`config.mk`:
```
export PLATFORM = sky130hd
export DESIGN_NAME = inst_fetch_ctrl_flat
export DESIGN_NICKNAME = d
export VERILOG_FILES = /design/src/rtl/cpu_defs.sv /design/src/rtl/inst_fetch_ctrl_if.sv /design/src/rtl/fetch_fifo.sv /design/src/rtl/inst_fetch_ctrl.sv /design/src/flat_wrapper.sv
export SDC_FILE = /design/constraint.sdc
export NUM_CORES = 1
export LEC_CHECK = 0
export CORE_ASPECT_RATIO = 0.6
export CORE_MARGIN = 5
export CORE_UTILIZATION = 50
export CTS_CLUSTER_DIAMETER = 30
export DETAILED_ROUTE_END_ITERATION = 10
export PLACE_DENSITY = 0.88
export REMOVE_ABC_BUFFERS = 1
export SLEW_MARGIN = 20
export SYNTH_ARGS = -nofsm -noshare
export SYNTH_HDL_FRONTEND = slang
export SYNTH_SLANG_ARGS = --single-unit
```
`constraint.sdc`:
```
create_clock -name clk -period 3.7 [get_ports clk]
set_clock_uncertainty 0.15 [all_clocks]
set_input_delay 0.74 -clock clk [delete_from_list [all_inputs] [get_ports clk]]
set_output_delay 0.74 -clock clk [all_outputs]
set_load 0.05 [all_outputs]
```
`src/rtl/cpu_defs.sv`:
```
// Shared definitions for the instruction-fetch slice: word geometry,
// the PC step, the default reset PC, the run/halt state encoding, the
// layout of a buffered fetch entry and a PC alignment helper.
package cpu_defs;

  localparam int          WORD_W           = 32;
  localparam logic [31:0] PC_STEP          = 32'd4;
  localparam logic [31:0] RESET_PC_DEFAULT = 32'h0000_0000;

  typedef enum logic {
    ST_RUN  = 1'b0,
    ST_HALT = 1'b1
  } fetch_state_e;

  // One buffered fetch: the PC in the upper word, the instruction below it.
  typedef struct packed {
    logic [WORD_W-1:0] pc;
    logic [WORD_W-1:0] inst;
  } fetch_entry_t;

  // Force a byte address onto a word boundary.
  function automatic logic [WORD_W-1:0] align_pc(input logic [WORD_W-1:0] addr);
    return addr & 32'hFFFF_FFFC;
  endfunction

endpackage

```
`src/rtl/inst_fetch_ctrl_if.sv`:
```
// Fetch-to-decode handshake bundle. The fetch controller drives the head
// entry and its valid flag; decode answers with ready.
interface inst_fetch_ctrl_if;
  import cpu_defs::*;

  logic              if_valid;
  logic              if_ready;
  logic [WORD_W-1:0] if_pc;
  logic [WORD_W-1:0] if_inst;

  modport master (
    output if_valid,
    output if_pc,
    output if_inst,
    input  if_ready
  );

  modport slave (
    input  if_valid,
    input  if_pc,
    input  if_inst,
    output if_ready
  );

endinterface

```
`src/rtl/fetch_fifo.sv`:
```
// Small synchronous FIFO holding fetched {pc, inst} pairs. The head is read
// combinationally from storage so a write is visible one cycle later.
// Flush empties the queue and wins over push and pop in the same cycle.
// Push into a full queue is ignored unless a pop frees a slot in the same
// cycle; pop from an empty queue is ignored.
module fetch_fifo #(
  parameter  int WIDTH = 64,
  parameter  int DEPTH = 2,
  localparam int CNT_W = $clog2(DEPTH + 1),
  localparam int PTR_W = $clog2(DEPTH)
) (
  input  logic             clk,
  input  logic             rst_n,
  input  logic             push,
  input  logic             pop,
  input  logic             flush,
  input  logic [WIDTH-1:0] din,
  output logic [WIDTH-1:0] dout,
  output logic [CNT_W-1:0] count
);

  logic [WIDTH-1:0] mem_r [DEPTH];
  logic [PTR_W-1:0] rd_ptr_r;
  logic [PTR_W-1:0] wr_ptr_r;
  logic [CNT_W-1:0] count_r;
  logic             do_pop_s;
  logic             do_push_s;

  // Qualify requests against the current fill level.
  always_comb begin
    do_pop_s  = 1'b0;
    do_push_s = 1'b0;
    if (pop && (count_r != CNT_W'(0))) begin
      do_pop_s = 1'b1;
    end else begin
      do_pop_s = 1'b0;
    end
    if (push && ((count_r < CNT_W'(DEPTH)) || do_pop_s)) begin
      do_push_s = 1'b1;
    end else begin
      do_push_s = 1'b0;
    end
  end

  // Storage, pointers and fill count.
  always_ff @(posedge clk or negedge rst_n) begin
    if (!rst_n) begin
      for (int i = 0; i < DEPTH; i++) begin
        mem_r[i] <= '0;
      end
      rd_ptr_r <= '0;
      wr_ptr_r <= '0;
      count_r  <= '0;
    end else if (flush) begin
      rd_ptr_r <= '0;
      wr_ptr_r <= '0;
      count_r  <= '0;
    end else begin
      if (do_push_s) begin
        mem_r[wr_ptr_r] <= din;
        wr_ptr_r        <= wr_ptr_r + PTR_W'(1);
      end
      if (do_pop_s) begin
        rd_ptr_r <= rd_ptr_r + PTR_W'(1);
      end
      case ({do_push_s, do_pop_s})
        2'b10:   count_r <= count_r + CNT_W'(1);
        2'b01:   count_r <= count_r - CNT_W'(1);
        default: count_r <= count_r;
      endcase
    end
  end

  assign dout  = mem_r[rd_ptr_r];
  assign count = count_r;

endmodule

```
`src/rtl/inst_fetch_ctrl.sv`:
```
// Instruction-fetch controller. Owns the PC, reads the combinational ROM
// once per cycle, buffers {pc, inst} pairs in a small FIFO and hands them to
// decode over valid/ready. Branch redirects flush the buffer and retarget the
// PC; a debug halt stops fetching, with single-step fetches while halted.
module inst_fetch_ctrl
  import cpu_defs::*;
#(
  parameter logic [31:0] RESET_PC = RESET_PC_DEFAULT,
  parameter int          DEPTH    = 2
) (
  input  logic               clk,
  input  logic               rst_n,
  output logic [WORD_W-1:0]  rom_addr,
  input  logic [WORD_W-1:0]  rom_inst,
  input  logic               redirect_valid,
  input  logic [WORD_W-1:0]  redirect_pc,
  input  logic               halt,
  input  logic               step,
  output logic               halted,
  inst_fetch_ctrl_if.master  dec
);

  localparam int CNT_W = $clog2(DEPTH + 1);

  fetch_state_e      state_r;
  fetch_state_e      state_nxt_s;
  logic [WORD_W-1:0] pc_r;
  logic [WORD_W-1:0] pc_nxt_s;
  logic              fetch_en_s;
  logic              valid_s;
  logic              push_s;
  logic              pop_s;
  logic [CNT_W-1:0]  count_s;
  fetch_entry_t      din_s;
  fetch_entry_t      head_s;
  logic [2*WORD_W-1:0] fifo_dout_s;

  // Run/halt next state and the fetch enable; a fetch is skipped in the
  // first cycle halt is seen, and while halted only a step fetches.
  always_comb begin
    state_nxt_s = state_r;
    fetch_en_s  = 1'b0;
    case (state_r)
      ST_RUN: begin
        if (halt) begin
          state_nxt_s = ST_HALT;
          fetch_en_s  = 1'b0;
        end else begin
          state_nxt_s = ST_RUN;
          fetch_en_s  = 1'b1;
        end
      end
      ST_HALT: begin
        if (halt) begin
          state_nxt_s = ST_HALT;
          fetch_en_s  = step;
        end else begin
          state_nxt_s = ST_RUN;
          fetch_en_s  = 1'b0;
        end
      end
      default: begin
        state_nxt_s = ST_RUN;
        fetch_en_s  = 1'b0;
      end
    endcase
  end

  // Handshake and FIFO control; a redirect masks valid so no wrong-path
  // entry transfers, and blocks the push of the stale fetch.
  always_comb begin
    valid_s = 1'b0;
    pop_s   = 1'b0;
    push_s  = 1'b0;
    if ((count_s != CNT_W'(0)) && !redirect_valid) begin
      valid_s = 1'b1;
    end else begin
      valid_s = 1'b0;
    end
    pop_s = valid_s && dec.if_ready;
    if (fetch_en_s && !redirect_valid &&
        ((count_s < CNT_W'(DEPTH)) || pop_s)) begin
      push_s = 1'b1;
    end else begin
      push_s = 1'b0;
    end
  end

  // Next PC: redirect target first, else advance on a push, else hold.
  always_comb begin
    pc_nxt_s = pc_r;
    if (redirect_valid) begin
      pc_nxt_s = align_pc(redirect_pc);
    end else if (push_s) begin
      pc_nxt_s = pc_r + PC_STEP;
    end else begin
      pc_nxt_s = pc_r;
    end
  end

  // PC and run/halt state registers.
  always_ff @(posedge clk or negedge rst_n) begin
    if (!rst_n) begin
      pc_r    <= RESET_PC;
      state_r <= ST_RUN;
    end else begin
      pc_r    <= pc_nxt_s;
      state_r <= state_nxt_s;
    end
  end

  assign din_s.pc   = pc_r;
  assign din_s.inst = rom_inst;
  assign head_s     = fetch_entry_t'(fifo_dout_s);

  fetch_fifo #(
    .WIDTH (2 * WORD_W),
    .DEPTH (DEPTH)
  ) u_fifo (
    .clk   (clk),
    .rst_n (rst_n),
    .push  (push_s),
    .pop   (pop_s),
    .flush (redirect_valid),
    .din   (din_s),
    .dout  (fifo_dout_s),
    .count (count_s)
  );

  assign rom_addr     = pc_r;
  assign halted       = (state_r == ST_HALT);
  assign dec.if_valid = valid_s;
  assign dec.if_pc    = head_s.pc;
  assign dec.if_inst  = head_s.inst;

endmodule

```
`src/flat_wrapper.sv`:
```
// flat-port wrapper written by rule: the top's interface ports become plain ports
module inst_fetch_ctrl_flat import cpu_defs::*;
#(
  parameter logic [31:0] RESET_PC = RESET_PC_DEFAULT,
  parameter int          DEPTH    = 2
)
  (clk, rst_n, rom_addr, rom_inst, redirect_valid, redirect_pc, halt, step, halted, dec_if_valid, dec_if_pc, dec_if_inst, dec_if_ready);
  inst_fetch_ctrl_if dec_i ();
  input  logic clk;
  input  logic rst_n;
  output logic [WORD_W-1:0] rom_addr;
  input  logic [WORD_W-1:0] rom_inst;
  input  logic redirect_valid;
  input  logic [WORD_W-1:0] redirect_pc;
  input  logic halt;
  input  logic step;
  output logic halted;
  output wire logic [$bits(dec_i.if_valid)-1:0] dec_if_valid;
  output wire logic [$bits(dec_i.if_pc)-1:0] dec_if_pc;
  output wire logic [$bits(dec_i.if_inst)-1:0] dec_if_inst;
  input wire logic [$bits(dec_i.if_ready)-1:0] dec_if_ready;
  assign dec_if_valid = dec_i.if_valid;
  assign dec_if_pc = dec_i.if_pc;
  assign dec_if_inst = dec_i.if_inst;
  assign dec_i.if_ready = dec_if_ready;
  inst_fetch_ctrl #(.RESET_PC(RESET_PC), .DEPTH(DEPTH)) u_core (.clk(clk), .rst_n(rst_n), .rom_addr(rom_addr), .rom_inst(rom_inst), .redirect_valid(redirect_valid), .redirect_pc(redirect_pc), .halt(halt), .step(step), .halted(halted), .dec(dec_i));
endmodule
```
==> results.ini <==
[place]
place_area_sq_um = 9211
dp_worst_setup_slack_ns = 0.4136
gp_congestion = 0.7909
dp_cells = 907
io_buffers = 161
post-dp-hpwl_um = 12110

[clock_network]
cts-htree-levels = 4
postCtsSetupRepairBufs = 0
clock_path_buffers = 2
clk_latency_ns = 0.41
clock-sinks = 159
cts_repair_resize_count = 0
clkSlewWorstSetupHoldPaths_ns = 0.07
numCtsBuffers = 17
cts_hold_buffers = 0
cts_root_buf = clkbuf_16
cts_tree = yes

[grt]
globalRouteOverflowTotal = 0
grt_max_degree = 105
grt_pass1_vias = 5605
grt_pass1_wl_um = 29810
use_met3 = 0.06760
gr-usage-met2 = 0.3358
antenna_found_initial = 1
gr-usage-all-layers = 0.2107
gr-usage-met1 = 0.2838
top_usage_layer = met2

[layout]
nets = 799
seqCellArea_sq_um = 3980
layout_common_cells = 175 x mux2_2, 159 x clkdlybuf4s50_1, 158 x dfrtp_1, 40 x nand2_1, 31 x o21ai_0
area_growth_pct = 31.95
n_antenna_cell = 0
multi_input_area_sq_um = 3256
fin_cells = 939
final_common_cell = mux2_2
final_area_sq_um = 9823
fillers = 1035
drive_gt1_frac = 0.3185

[worst_setup_path]
rrSetupSlack_ns = 1.28
reg2reg_depth = 5
worstSetupEndpointType = output port
r2r_start = u_core.halted
r2r-end = u_core.u_fifo.mem_r[52]
worstPathRequired_ns = 2.81
crit_type = reg2out
start_kind = flip-flop
worst-path-max-fanout = 63
crit_arrival_ns = 2.29

[timing]
rsz0062_at_grt = no
setup_tns_ns = 0
relSlewSlack = 0.3759
finalHoldViolCount = 0
period_minus_slack_ns = 3.177
maxSlewViolCount = 0
tightest_slew_ns = 0.9362
finalSetupViolCount = 0
fmax_mhz = 314.8
timing.hold.ws_ns = 0.2904
fin_crit_sh = 0.8587
fin_ws_ns = 0.5229

[synth]
syn_area_sq_um = 7445
yosysSeqAreaShare = 0.5345
synth_cells = 570
synth_seq_cells = 159
ys.flop_type = dfrtp_1
yosysWarnings = 0
ys_types = 49
synth_edf_count = 0
syn_area_per_cell_sq_um = 13.06
synthArstFlopShare = 1.000

[floorplanning]
num_rows = 34
start_util = 0.5117
io_pins = 168
die_w_um = 167.5
core_area_sq_um = 14550
die_height_um = 104.5
dieArea_sq_um = 17510

[hold_path]
hold_class = in2async

[route]
initialDrtViolationCount = 367
ant_nets = 0
drc_errors = 0
avgRoutedWirePerCell_um = 19.10
vias = 5135
via_per_inst = 5.469
routed_wl_um = 17940
drtPass1Iterations = 5

[run_status]
status = finished, final reports clean

[flow_run]
max_cap_violations = 0

[power_and_ir_drop]
peakVddDrop_v = 0.0003505
p_per_area_nw_per_um2 = 688.3
leakagePower_nw = 4.038

==> sequential cells by signal (all words and copies together) (netlist names) <==
register	count
u_core.u_fifo.wr_ptr_r	1
u_core.u_fifo.mem_r	124
u_core.rom_addr	30
u_core.u_fifo.count	2
u_core.halted	1
u_core.u_fifo.rd_ptr_r	1
==> worst max-delay path by stage <==
stage	from	endpoint	slack (ns)
after CTS	u_core.u_fifo.rd_ptr_r	dec_if_pc[19]	0.51
after detailed placement	halt	u_core.u_fifo.mem_r[52]	0.41
after floorplan	u_core.halted	u_core.u_fifo.mem_r[100]	-0.45
final	u_core.u_fifo.rd_ptr_r	dec_if_pc[19]	0.52
after global placement	halt	u_core.u_fifo.mem_r[52]	0.50
after global routing	u_core.u_fifo.rd_ptr_r	dec_if_pc[19]	0.46
==> final cells by class <==
class | count | share of cell area
flip-flops and latches | 159 | 0.4052
multi-input cells | 374 | 0.3314
repair buffers | 168 | 0.1728
clock buffers | 18 | 0.04369
well taps | 198 | 0.02522
clock inverters | 14 | 0.01860
inverters | 8 | 0.003057
==> metal layers <==
metal / part of all wire / vias up
met4: 0.0075 / 2
met5: 0.00072 / -
met1: 0.45 / 2610
met2: 0.47 / 159
li1: - / 2346
met3: 0.066 / 18
==> critical path, cell delays in order, from the launching register on <==
cell and delay [ns]:
dfrtp_2 0.37, buf_12 0.34, mux2_2 0.38, clkdlybuf4s50_1 0.74
==> cell usage after synthesis, types with 2 or more instances <==
| cell | n | area (sq um) |
|---|---|---|
| a211oi_1 | 2 | 15.01 |
| and2_1 | 3 | 18.77 |
| and4_1 | 3 | 26.28 |
| buf_1 | 5 | 18.77 |
| buf_2 | 5 | 25.02 |
| buf_4 | 5 | 37.54 |
| buf_6 | 8 | 90.09 |
| clkbuf_1 | 9 | 33.78 |
| dfrtp_1 | 159 | 3979 |
| inv_1 | 8 | 30.03 |
| mux2_2 | 175 | 1971 |
| mux2_4 | 8 | 120.1 |
| nand2_1 | 40 | 150.1 |
| nand3_1 | 11 | 55.05 |
| nand3_2 | 2 | 20.02 |
| nand4_1 | 9 | 56.30 |
| nor2_1 | 11 | 41.29 |
| nor2b_1 | 2 | 12.51 |
| nor3_1 | 5 | 25.02 |
| nor4_1 | 10 | 62.56 |
| o21ai_0 | 31 | 155.2 |
| o21ai_1 | 5 | 25.02 |
| xnor2_1 | 23 | 201.4 |
| xor2_1 | 6 | 52.55 |
==> logic make-up after synthesis <==
logic type,count (synthesis),share of synthesized area
AOI/OAI and AO/OA,47,0.03731
xor gates and xnor gates,29,0.03412
adders and majority gates,1,0.001680
buffers and inverters,40,0.03160
DFF,159,0.5345
muxes,184,0.2822
other,1,0.0005037
and+or+nand+nor,109,0.07815
==> where the power goes <==
group          internal [W]  leakage [nW]  switching, W  total (W)
combinational       0.00105          1.82       0.00137    0.00243
clock               0.00108         0.287      0.000729    0.00180
sequential          0.00223          1.93      0.000297    0.00253
total               0.00436          4.04       0.00240    0.00676
==> stage by stage <==
step / total power (W) / util
CTS: 0.006838 / 0.6752
global route: 0.007080 / 0.6752
floorplan: 0.004194 / -
detailed placement: 0.004992 / 0.6331
global placement: 0.004887 / 0.6331
finish: 0.006761 / 0.6752
No activity file was read; power rests on OpenSTA's default activity.
